### config.mk
export PLATFORM = sky130hd
export DESIGN_NAME = ram_dp_arb2
export DESIGN_NICKNAME = d
export VERILOG_FILES = /design/src/rtl/ram_dp_arb2.sv
export SDC_FILE = /design/constraint.sdc
export NUM_CORES = 1
export LEC_CHECK = 0
export ABC_AREA = 1
export BUFFER_PORTS_ARGS = -buffer_cell sky130_fd_sc_hd__buf_2
export CAP_MARGIN = 20
export CORE_MARGIN = 5
export CORE_UTILIZATION = 60
export CTS_BUF_LIST = sky130_fd_sc_hd__clkbuf_4 sky130_fd_sc_hd__clkbuf_8
export DETAILED_ROUTE_END_ITERATION = 10
export GPL_ROUTABILITY_DRIVEN = 0
export PLACE_DENSITY = 0.76
export SYNTH_ARGS = -nofsm -noshare
export SYNTH_HDL_FRONTEND = slang
export SYNTH_SLANG_ARGS = --single-unit
export TNS_END_PERCENT = 5
### constraint.sdc
create_clock -name clk -period 5.8 [get_ports clk]
set_clock_uncertainty 0.2 [all_clocks]
set_input_delay 0.58 -clock clk [delete_from_list [all_inputs] [get_ports clk]]
set_output_delay 0.58 -clock clk [all_outputs]
set_load 0.05 [all_outputs]
### src/rtl/ram_dp_arb2.sv
// ram_dp_arb2: two-client arbiter around a 2**AW x DW memory with one write
// port and one registered read port. Each port has its own round-robin
// pointer, so a write from one client and a read from the other are both
// accepted in the same cycle.
module ram_dp_arb2 #(
   parameter int DW = 8,
   parameter int AW = 4
) (
   input  logic          clk,
   input  logic          reset,
   input  logic          c0_req,
   input  logic          c0_we,
   input  logic [AW-1:0] c0_addr,
   input  logic [DW-1:0] c0_wdata,
   output logic          c0_gnt,
   output logic          c0_rvalid,
   output logic [DW-1:0] c0_rdata,
   input  logic          c1_req,
   input  logic          c1_we,
   input  logic [AW-1:0] c1_addr,
   input  logic [DW-1:0] c1_wdata,
   output logic          c1_gnt,
   output logic          c1_rvalid,
   output logic [DW-1:0] c1_rdata
);

   localparam int DEPTH = 2 ** AW;

   logic [DW-1:0] r_mem [DEPTH];
   logic          r_wr_prio;   // favoured client on the write port
   logic          r_rd_prio;   // favoured client on the read port
   logic          r_c0_rvalid;
   logic          r_c1_rvalid;
   logic [DW-1:0] r_c0_rdata;
   logic [DW-1:0] r_c1_rdata;

   logic w_c0_wr, w_c1_wr, w_c0_rd, w_c1_rd;
   logic w_c0_wgnt, w_c1_wgnt, w_c0_rgnt, w_c1_rgnt;

   // Split each client's command onto the port it needs.
   assign w_c0_wr = c0_req &  c0_we;
   assign w_c1_wr = c1_req &  c1_we;
   assign w_c0_rd = c0_req & ~c0_we;
   assign w_c1_rd = c1_req & ~c1_we;

   // A lone requester always wins; on contention the pointer decides.
   // Nothing is granted while reset is high.
   assign w_c0_wgnt = ~reset & w_c0_wr & (~w_c1_wr | ~r_wr_prio);
   assign w_c1_wgnt = ~reset & w_c1_wr & (~w_c0_wr |  r_wr_prio);
   assign w_c0_rgnt = ~reset & w_c0_rd & (~w_c1_rd | ~r_rd_prio);
   assign w_c1_rgnt = ~reset & w_c1_rd & (~w_c0_rd |  r_rd_prio);

   assign c0_gnt    = w_c0_wgnt | w_c0_rgnt;
   assign c1_gnt    = w_c1_wgnt | w_c1_rgnt;
   assign c0_rvalid = r_c0_rvalid;
   assign c1_rvalid = r_c1_rvalid;
   assign c0_rdata  = r_c0_rdata;
   assign c1_rdata  = r_c1_rdata;

   // Storage: cleared on reset, written by whichever client holds the write grant.
   always_ff @(posedge clk) begin
      if (reset) begin
         for (int i = 0; i < DEPTH; i++) r_mem[i] <= '0;
      end else if (w_c0_wgnt) begin
         r_mem[c0_addr] <= c0_wdata;
      end else if (w_c1_wgnt) begin
         r_mem[c1_addr] <= c1_wdata;
      end
   end

   // Priority pointers: after a grant, favour the client that was not granted.
   always_ff @(posedge clk) begin
      if (reset) begin
         r_wr_prio <= 1'b0;
         r_rd_prio <= 1'b0;
      end else begin
         if (w_c0_wgnt | w_c1_wgnt) r_wr_prio <= w_c0_wgnt;
         if (w_c0_rgnt | w_c1_rgnt) r_rd_prio <= w_c0_rgnt;
      end
   end

   // Registered read port; sampling r_mem before the write lands gives
   // old data on a same-cycle read-during-write. rdata holds when idle.
   always_ff @(posedge clk) begin
      if (reset) begin
         r_c0_rvalid <= 1'b0;
         r_c1_rvalid <= 1'b0;
         r_c0_rdata  <= '0;
         r_c1_rdata  <= '0;
      end else begin
         r_c0_rvalid <= w_c0_rgnt;
         r_c1_rvalid <= w_c1_rgnt;
         if (w_c0_rgnt) r_c0_rdata <= r_mem[c0_addr];
         if (w_c1_rgnt) r_c1_rdata <= r_mem[c1_addr];
      end
   end

endmodule

Word-level counts from Yosys, hierarchy flattened

Memory sizes are Yosys's and may differ from the RTL's. A register that Yosys moved wholly into a read port is not among the register bits.
Cells that the tools add are included.

Memories: 1
RAM bits: 128
Bits of input ports: 30
Register bits: 4
Logic and storage cells: 51

Reduce and logical (&&, ||, !) cells: 2
Bitwise logic cells: 29
Mux-type cells: 15

Memories:

| name  | words | bits a word | rd ports | clocked after Yosys merged registers in | wr ports | line | source |
|---|---|---|---|---|---|---|---|
| r_mem | 16    | 8           | 2        | 2                                       | 16       | 29   | `logic [DW-1:0] r_mem [DEPTH];` |

Operator list:

| cell               | number |
|---|---|
| 8-bit two-way mux  | 2 |
| 8-bit OR reduction | 2 |
| 1-bit AND          | 12 |
| 1-bit two-way mux  | 11 |
| 1-bit inverter     | 9 |
| 4-bit two-way mux  | 2 |
| 1-bit OR           | 8 |

Logic depth before layout (Yosys ltp)

Word-level depth: 10
Gate-level depth with buffers: 11

Worst setup path before layout

OpenSTA, ideal clock, no wires.

Path type: input -> output
From: in c1_req
To: out c1_gnt
Path buffers: 0
Setup slack: 3.120 ns
Data required time: 5.020 ns
Stages on the path: 4
Data arrival time: 1.900 ns
Cell sequence: inv_1 -> nor2_1 -> o21ai_0 -> o21ai_0

Cells in the longest elaborated chain, start to end: 4
Elaborated cells on any way between the ends: 7
Classes of those cells: 7 x bitwise

RTL lines:

| element                                          | line   | source |
|---|---|---|
| from (decl)                                      | 18     | `input logic c1_req,` |
| 1-bit AND, on equally long branches              | 42, 44 |  |
| 1-bit AND, on equally long branches (2 in a row) | 49, 51 |  |
| 1-bit OR *                                       | 54     | `assign c1_gnt = w_c1_wgnt \| w_c1_rgnt;` |
| to (decl)                                        | 22     | `output logic c1_gnt,` |

Mark *: on every way between the ends. The rest lies on a longest branch, timed or not.

Final worst setup path

From: in reset
To: out c0_gnt

Cells in the longest elaborated chain, start to end: 4
Elaborated cells on any way between the ends: 6
Classes of those cells: 6 x bitwise

RTL lines:

| element                                          | line   | source |
|---|---|---|
| from (decl)                                      | 10     | `input logic reset,` |
| 1-bit inverter *                                 | 48, 50 |  |
| 1-bit AND, on equally long branches (2 in a row) | 48, 50 |  |
| 1-bit OR *                                       | 53     | `assign c0_gnt = w_c0_wgnt \| w_c0_rgnt;` |
| to (decl)                                        | 15     | `output logic c0_gnt,` |

Marks and branches as above.

==> PnR_summary.wiki <==
{| class="wikitable"
! Metric !! Value
|-
| Quantity of hold-fixing buffers added after cts || 0
|-
| Sequential fraction of the synthesis area || 0.492
|-
| Post-DP HPWL || 17.2 mm
|-
| Effective utilization at floorplan || 0.617
|-
| Largest net degree at the start of global routing || 76
|-
| Number of global-route vias before repair || 7114
|-
| Final Cell Area || 9210 um2
|-
| Count of unique library cells instantiated by Yosys || 27
|-
| Peak supply drop || 0.000212 V
|-
| Vias per inst || 5.95
|-
| WS Path Type || in -> out
|-
| Leakage dissipation || 4.48 nW
|-
| IO buf count || 49
|-
| Worst flop-to-flop path startpoint || r_wr_prio
|-
| Commonest non-fill, non-tap cell in the layout || sky130_fd_sc_hd__nand2_1
|-
| MaxCap Viol Count || 0
|-
| Post-synthesis cell type with the largest combined area || sky130_fd_sc_hd__edfxtp_1
|-
| Sinks on Clock Net || 148
|-
| Warnings, synthesis || 0
|-
| Result of the run || finished clean
|-
| Peak fanout along the critical path || 34
|-
| Cell types with the largest area share after synthesis || sky130_fd_sc_hd__edfxtp_1 (45%), sky130_fd_sc_hd__nand2_1 (14%), sky130_fd_sc_hd__nand3_1 (13%), sky130_fd_sc_hd__inv_1 (6.9%), sky130_fd_sc_hd__dfxtp_1 (4.6%)
|-
| Antenna cells || 0
|-
| Final-layout fill cell count || 1210
|-
| Width of the die || 130 um
|-
| Min Clock Period, post-route || 3.33 ns
|-
| Final-report hold violation count || 0
|-
| Period Utilization, post-route || 0.575
|-
| Crit Reg-Reg Endpoint || r_mem[3][0]
|-
| Number of nets in the synthesized netlist || 1160
|-
| Metal-1 WL || 9.77 mm
|-
| DR iter-0 viols || 1466
|-
| Total placed instance area || 8820 um2
|-
| Mean area per synthesized cell || 7.63 um2
|-
| Area taken by multi-input logic gates || 3400 um2
|-
| Count of boundary I/O pins || 50
|-
| P&R area growth vs syn || 6.73%
|-
| Areal power density over the cells || 256 nW/um2
|-
| Global-route wire length before repair || 38.7 mm
|-
| Data arrival, critical path || 2.55 ns
|-
| Crit path capture || c0_gnt
|-
| Met2 Wirelength || 11.2 mm
|-
| Crit path required time || 5.02 ns
|-
| Worst hold path class || in -> reg
|-
| Die outline height || 130 um
|-
| Total congestion overflow after global routing || 0
|-
| Source of the critical timing path || reset
|-
| Post-CTS Resized || 0
|-
| Register cell area after layout || 4240 um2
|-
| Total wirelength of the detailed-routed design || 25.3 mm
|-
| Final-layout setup total negative slack || 0 ns
|-
| Nets || 1171
|-
| Path length in cells of the critical path || 8
|-
| Layout cell share with drive strength beyond 1 || 0.116
|-
| Routed length on met3 || 3.18 mm
|-
| Register-to-Register Path Depth || 7
|-
| Setup-violating endpoint count in the final report || 0
|-
| Max Transition Viols Final || 0
|-
| Dominant delay contributor by cell family on the critical path || buffers and inverters
|-
| Antenna violations before repair || 0
|-
| Worst Slack Setup Final || 2.47 ns
|-
| Number of register bits inferred by synthesis || 148
|-
| Clock root buffer || sky130_fd_sc_hd__clkbuf_8
|-
| Skew-Pair Late Insertion Delay || 0.47 ns
|-
| Total number of vias || 7934
|-
| Cells traversed along the worst timing path || buf_2 -> inv_1 -> buf_4 -> nand2_1 -> nor2_2 -> clkinv_1 -> nand2_1 -> buf_2
|-
| Top cell type's share of synthesized area || 0.446
|-
| Die ar. || 16900 um2
|-
| First-pass detailed-route iteration total || 7
|-
| TritonCTS clock tree || built
|-
| Launching element type of the critical path || primary input
|-
| Fmax || 300 MHz
|-
| Overall routing resource usage || 0.305
|-
| Worst setup slack before clock tree synthesis || 2.09 ns
|-
| Core Region || 14000 um2
|-
| Worst slew margin relative to its limit || 0.197
|-
| Post-synthesis cell count || 1130
|-
| Setup repair after global routing missed its margin || false
|-
| Crit-path max cell delay || 0.45 ns
|-
| Clock buffers created by TritonCTS || 17
|-
| CP max-delay cell || sky130_fd_sc_hd__nor2_2
|-
| Row count || 43
|-
| Max Buffers Root-to-Sink || 2
|-
| Commonest non-fill, non-tap cells in the layout || sky130_fd_sc_hd__nand2_1 (313), sky130_fd_sc_hd__nand3_1 (227), sky130_fd_sc_hd__inv_1 (158)
|-
| Remaining DRCs || 0
|-
| Clock-pin slew on the worst setup and hold paths || 0.08 ns
|-
| Transition time at the pin with the least slew margin || 1.20 ns
|-
| Postcts setup bufs || 0
|-
| Slack of the worst reg-to-reg path || 2.53 ns
|-
| DR top layer || met4
|-
| Kind of end point of the critical path || primary output
|-
| Worst path buffer plus inverter count || 5
|-
| Count of antenna-violating nets left after detailed routing || 0
|-
| Area of the mapped netlist || 8620 um2
|-
| Routed wire length per instance || 19.0 um
|-
| CTS H-tree depth || 4
|}
## worst min path at each step
stage                          from        end  slack [ns]  depth (start not counted)
final                        c1_req  r_wr_prio        0.24                          4
after global routing         c1_req  r_wr_prio        0.23                          4
after CTS                    c1_req  r_wr_prio        0.22                          4
after detailed placement  r_rd_prio  r_rd_prio        0.26                          2
after global placement    r_rd_prio  r_rd_prio        0.25                          2
after floorplan           r_rd_prio  r_rd_prio        0.23                          2
## routing by layer
metal,track usage,up-vias
met5,0,-
met4,0.124,0
met3,0.0761,110
met2,0.469,617
met1,0.419,3562
li1,-,3645
## metrics by stage
stage          power (mW)   util  hold WS, ns  std cells
2_1_floorplan        1.49      -        0.234       1130
3_3_place_gp         1.58  0.628        0.251       1297
3_5_place_dp         1.59  0.630        0.262       1299
4_1_cts              2.34  0.656        0.221       1331
5_1_grt              2.43  0.658        0.235       1334
6_report             2.35  0.658        0.236       1334
## kinds of logic after synthesis
kind of cell | share of synthesized area
flops | 0.492
buf+inv | 0.114
simple gates | 0.364
compound gates | 0.0303
## power breakdown
group | total, mW | switching, mW | internal [mW] | leakage [nW]
Sequential | 1.20 | 0.0139 | 1.19 | 1.54
Combinational | 0.380 | 0.288 | 0.0926 | 2.76
Clock | 0.769 | 0.429 | 0.340 | 0.174
## cells in the mapped netlist (all sizes together)
| cell | instances |
|---|---|
| edfxtp | 128 |
| clkbuf | 27 |
| nor2 | 114 |
| nand2 | 332 |
| nor3 | 32 |
| a21oi | 1 |
| inv | 163 |
| nand3 | 229 |
| buf | 39 |
| o211ai | 10 |
| o21ai | 28 |
| dfxtp | 20 |
| clkinv | 7 |
## cell type report
| type | count | area share |
|---|---|---|
| Sequential cell | 148 | 0.461 |
| Multi-Input combinational cell | 746 | 0.369 |
| Clock inverter | 15 | 0.0141 |
| Clock buffer | 17 | 0.0254 |
| Timing Repair Buffer | 58 | 0.0359 |
| Inverter | 170 | 0.0696 |
| Tap cell | 180 | 0.0245 |
## flip-flops by register name, indices dropped and copies added (netlist names)
name	flops
c0_rdata	8
r_wr_prio	1
r_mem	128
r_rd_prio	1
c1_rdata	8
c0_rvalid	1
c1_rvalid	1
## worst reg2reg max path: stages (launching register included)
cell and delay (ns):
sky130_fd_sc_hd__dfxtp_1 0.33, sky130_fd_sc_hd__inv_1 0.07, sky130_fd_sc_hd__nand2_1 0.08, sky130_fd_sc_hd__nand2_2 0.49, sky130_fd_sc_hd__nand2_1 0.21, sky130_fd_sc_hd__o21ai_4 0.18
sky130_fd_sc_hd__nand3_4 0.37, sky130_fd_sc_hd__o21ai_0 0.97
Note: power is estimated with default switching activity, not from simulation.
